**config.mk**
```make
export PLATFORM = sky130hd
export DESIGN_NAME = key_stream_tx
export DESIGN_NICKNAME = d
export VERILOG_FILES = /design/src/rtl/key_stream_tx.sv
export SDC_FILE = /design/constraint.sdc
export NUM_CORES = 1
export LEC_CHECK = 0
export ABC_AREA = 1
export CAP_MARGIN = 10
export CORE_UTILIZATION = 45
export CTS_CLUSTER_SIZE = 28
export DETAILED_ROUTE_END_ITERATION = 16
export GPL_TIMING_DRIVEN = 0
export PLACE_DENSITY = 0.73
export SYNTH_ARGS = -nofsm -noshare
export SYNTH_HDL_FRONTEND = slang
export SYNTH_SLANG_ARGS = --single-unit
```
**constraint.sdc**
```tcl
create_clock -name clk -period 1.81 [get_ports clk]
set_clock_uncertainty 0.15 [all_clocks]
set_input_delay 0.362 -clock clk [delete_from_list [all_inputs] [get_ports clk]]
set_output_delay 0.362 -clock clk [all_outputs]
set_load 0.02 [all_outputs]
```
**src/rtl/key_stream_tx.sv**
```systemverilog
// rtl/key_stream_tx.sv - serial LSB-first key transmitter for a locked FSM's keyinput pin
// Optional continuous-repeat streaming is enabled by defining KEY_REPEAT_EN.
module key_stream_tx #(
  parameter int KEY_LEN     = 16,
  parameter int HOLD_CYCLES = 1
) (
  input  logic                       clk,
  input  logic                       rst,
  input  logic                       key_load,
  input  logic [KEY_LEN-1:0]         key_data,
  input  logic                       start,
  input  logic                       abort,
`ifdef KEY_REPEAT_EN
  input  logic                       repeat_mode,
`endif
  output logic                       keyinput,
  output logic                       key_valid,
  output logic                       ready,
  output logic                       busy,
  output logic                       done,
  output logic [$clog2(KEY_LEN)-1:0] bit_idx,
  output logic [7:0]                 sent_cnt
);

  localparam int IW = $clog2(KEY_LEN);
  localparam int HW = (HOLD_CYCLES > 1) ? $clog2(HOLD_CYCLES) : 1;
  localparam logic [IW-1:0] BIT_LAST  = IW'(KEY_LEN - 1);
  localparam logic [HW-1:0] HOLD_LAST = HW'(HOLD_CYCLES - 1);

  typedef enum logic [1:0] {S_IDLE, S_SEND, S_DONE} state_t;

  state_t               state, state_nxt;
  logic [KEY_LEN-1:0]   key_reg;
  logic [HW-1:0]        hold_cnt;
  logic                 repeat_on;
  logic                 last_cycle;
  logic                 complete;

`ifdef KEY_REPEAT_EN
  assign repeat_on = repeat_mode;
`else
  assign repeat_on = 1'b0;
`endif

  assign last_cycle = (hold_cnt == HOLD_LAST) && (bit_idx == BIT_LAST);
  // A finished pass counts whether it ends in DONE or wraps; abort always cancels it
  assign complete   = (state == S_SEND) && !abort && last_cycle;

  always_ff @(posedge clk or posedge rst) begin
    if (rst) state <= S_IDLE;
    else     state <= state_nxt;
  end

  always_comb begin
    state_nxt = state;
    case (state)
      S_IDLE: if (start) state_nxt = S_SEND;
      S_SEND: begin
        if (abort)           state_nxt = S_IDLE;
        else if (last_cycle) state_nxt = repeat_on ? S_SEND : S_DONE;
      end
      S_DONE:  state_nxt = S_IDLE;
      default: state_nxt = S_IDLE;
    endcase
  end

  always_comb begin
    ready     = 1'b0;
    busy      = 1'b0;
    done      = 1'b0;
    key_valid = 1'b0;
    keyinput  = 1'b0;
    case (state)
      S_IDLE: ready = 1'b1;
      S_SEND: begin
        busy      = 1'b1;
        key_valid = 1'b1;
        keyinput  = key_reg[bit_idx];
      end
      S_DONE:  done = 1'b1;
      default: ;
    endcase
  end

  // key_reg is only indexed, never shifted, so a retained key can be resent verbatim
  always_ff @(posedge clk or posedge rst) begin
    if (rst) begin
      key_reg  <= '0;
      bit_idx  <= '0;
      hold_cnt <= '0;
      sent_cnt <= 8'd0;
    end else begin
      if ((state == S_IDLE) && key_load)
        key_reg <= key_data;

      if ((state == S_SEND) && !abort && !last_cycle) begin
        if (hold_cnt == HOLD_LAST) begin
          hold_cnt <= '0;
          bit_idx  <= bit_idx + IW'(1);
        end else begin
          hold_cnt <= hold_cnt + HW'(1);
        end
      end else begin
        hold_cnt <= '0;
        bit_idx  <= '0;
      end

      if (complete && (sent_cnt != 8'hFF))
        sent_cnt <= sent_cnt + 8'd1;
    end
  end

endmodule

```
==> results.cfg <==
[clock_tree]
cts_tree = yes
cts_buffer_depth = 2
cts-buffers-inserted = 5
h-tree-depth = 2
cts.clk_slew.worst_paths_ns = 0.09
cts.sinks = 30
clk_latency_ns = 0.32
cts-root-buf = clkbuf_4

[synthesis]
synth_compound_area_frac = 0.0663
synth.area.top_cells = dfrtp_1, nand2_1, nor2_1
synth-main-ff-cell = dfrtp_1
syn_avg_cell_area_um2 = 8.38
synth_cells = 178
muxShareOfSynthArea = 0.0227
yosysMostFrequentCell = nand2_1
ys_async_sr_fraction = 1.00
synth_top_family_by_area = simple AND/OR/NAND/NOR gates
synth_cell_types = 23
synth-simple-area-share = 0.248
yosysTopAreaCell = dfrtp_1
synth_fa_ha_area_frac = 0.0168
yosys_warnings = 0
synth_edf_count = 0
synth_top_area_share = 0.503
syn-cell-area_um2 = 1490
synth_common_cells = nand2_1, dfrtp_1, nor2_1, inv_1, nand3_1
synth-seq-cells = 30
ys_seq_area_frac = 0.503
synthesis.nets = 201
synth_xor_area_frac = 0.0520

[critical_path]
r2r-start = bit_idx[0]
worstRegToRegCells = 8
crit_path_end = keyinput
critical_path_class = flip-flop to output port
rrSetupSlack_ns = 0.13
arrival_ns = 1.56
worstSetupStartpoint = bit_idx[0]
crit_path_end_kind = output port
cp_max_fo = 5
cp.required_ns = 1.30
cp-start-kind = flip-flop
reg2reg_to = sent_cnt[3]

[die]
initial_utilization = 0.481
core-area_um2 = 3100
die_w_um = 59.6
io_pins = 38
die_area_um2 = 3550
die_height_um = 59.6
rows = 20

[detailed_routing]
routedWlPerCell_um = 12.5
routed_via_density = 4.87
dr_total_vias = 1315
drtIter0Drc = 49
drc = 0
first_pass_iters = 4
detail-route-antenna-nets = 0
drt_wl_total_mm = 3.37

[sta]
finalSetupViolations = 1
worst_slew_pin_slew_ns = 0.573
fin_hold_ws_ns = 0.241
period_share = 1.15
fmax_mhz = 482
fin_crit_ns = 2.08
final_hold_viol_count = 0
rsz0062_at_grt = yes
worst_slack_ns = -0.267
maxSlewViolCount = 0
slew_headroom = 0.618

[placed_design]
gp_congestion = 0.823
pre_cts_slack_ns = -0.448
place.detailed.hpwl_mm = 2.44
place_inst = 259
io_buffers = 37

[final_layout]
final_core_util = 0.654
largest_register_ffs = 16
drive_gt1_frac = 0.159
nets = 249
area_growth_pct = 36.1
fin_cells = 270
n_antenna_cell = 0

[status]
status = finished, violations left
violations = setup timing

[grt]
grt_pass1_wl_mm = 5.68
first_global_vias = 1306
grt_use_total = 0.218
grt_max_degree = 31
grt_overflow = 0
antenna_found_initial = 0

[pwr]
leakagePower_nw = 1.01
irDropWorstVdd_uv = 521
powerDensity_nw_per_um2 = 747

[job]
drv_cap = 0

[hold_path]
hold_path_class = input pin to async pin
-- power by group --
group          internal (mW)  switching, mW
Clock                  0.146          0.203
Combinational          0.173          0.208
Sequential             0.750         0.0362
Total                   1.07          0.447
-- cell type report --
class	instances	area, um^2
clock buffer	7	45.0
buffer	6	43.8
tap	44	55.1
inverter	26	97.6
timing repair buffer	41	412
sequential	30	754
multi-input combinational	116	622
fill	295	1070
-- cells in the final DEF (no fill, tap or decap), types with 3 or more instances in the layout --
master	count
nand2_1	34
dfrtp_1	27
nor2_1	25
inv_1	23
clkdlybuf4s50_1	20
nand3_1	14
a21oi_1	13
dlygate4sd2_1	13
xnor2_1	5
clkbuf_4	5
buf_6	4
o21ai_1	4
nor2_2	3
nand3_2	3
inv_2	3
buf_2	3
clkbuf_1	3
mux2_1	3
dfrtp_2	3
-- worst min-delay path by stage --
stage / start / end
4_1_cts: key_reg[10] / key_reg[10]
5_1_grt: rst / sent_cnt[2]
6_report: rst / key_reg[7]
2_1_floorplan: rst / bit_idx[0]
3_5_place_dp: key_reg[10] / key_reg[10]
3_3_place_gp: key_reg[12] / key_reg[12]
-- kinds of logic after synthesis --
family | Yosys count
simple gates | 84
compound gates | 19
fa+ha+maj | 2
buf+inv | 32
flops | 30
xor+xnor | 8
mux | 3
-- critical path, cell delays in order, from the launching register on --
cell and delay [ns]:
dfrtp_2 0.46, buf_6 0.14, nand2_1 0.07, nand3_1 0.07
nand3_1 0.11, nand3_2 0.09, a21oi_2 0.17, buf_6 0.13
-- through the flow --
step / setup TNS (ns) / power [mW] / instance area [um^2]
3_5_place_dp: -2.54 / 1.15 / 1920
2_1_floorplan: 0 / 1.01 / 1500
6_report: -0.267 / 1.52 / 2030
4_1_cts: -0.226 / 1.51 / 1990
5_1_grt: -0.351 / 1.60 / 2030
3_3_place_gp: -2.19 / 1.13 / 1920
-- layer usage --
layer,track usage,share of wire,up-vias
li1,-,-,647
met1,0.243,0.40,623
met2,0.400,0.55,41
met3,0.0633,0.050,4
met4,0.0664,0.0062,0
met5,0,0,-
-- what timing repair did --
action / 4_1_cts / 5_1_grt
buffers inserted: 2 / 0
gates resized for setup: 31 / 8
cloned: 1 / 0
pin swaps: 4 / 1
hold buffers: 0 / 0
setup endpoints to repair: 17 / 5
Power figures use the tool's default switching activity.
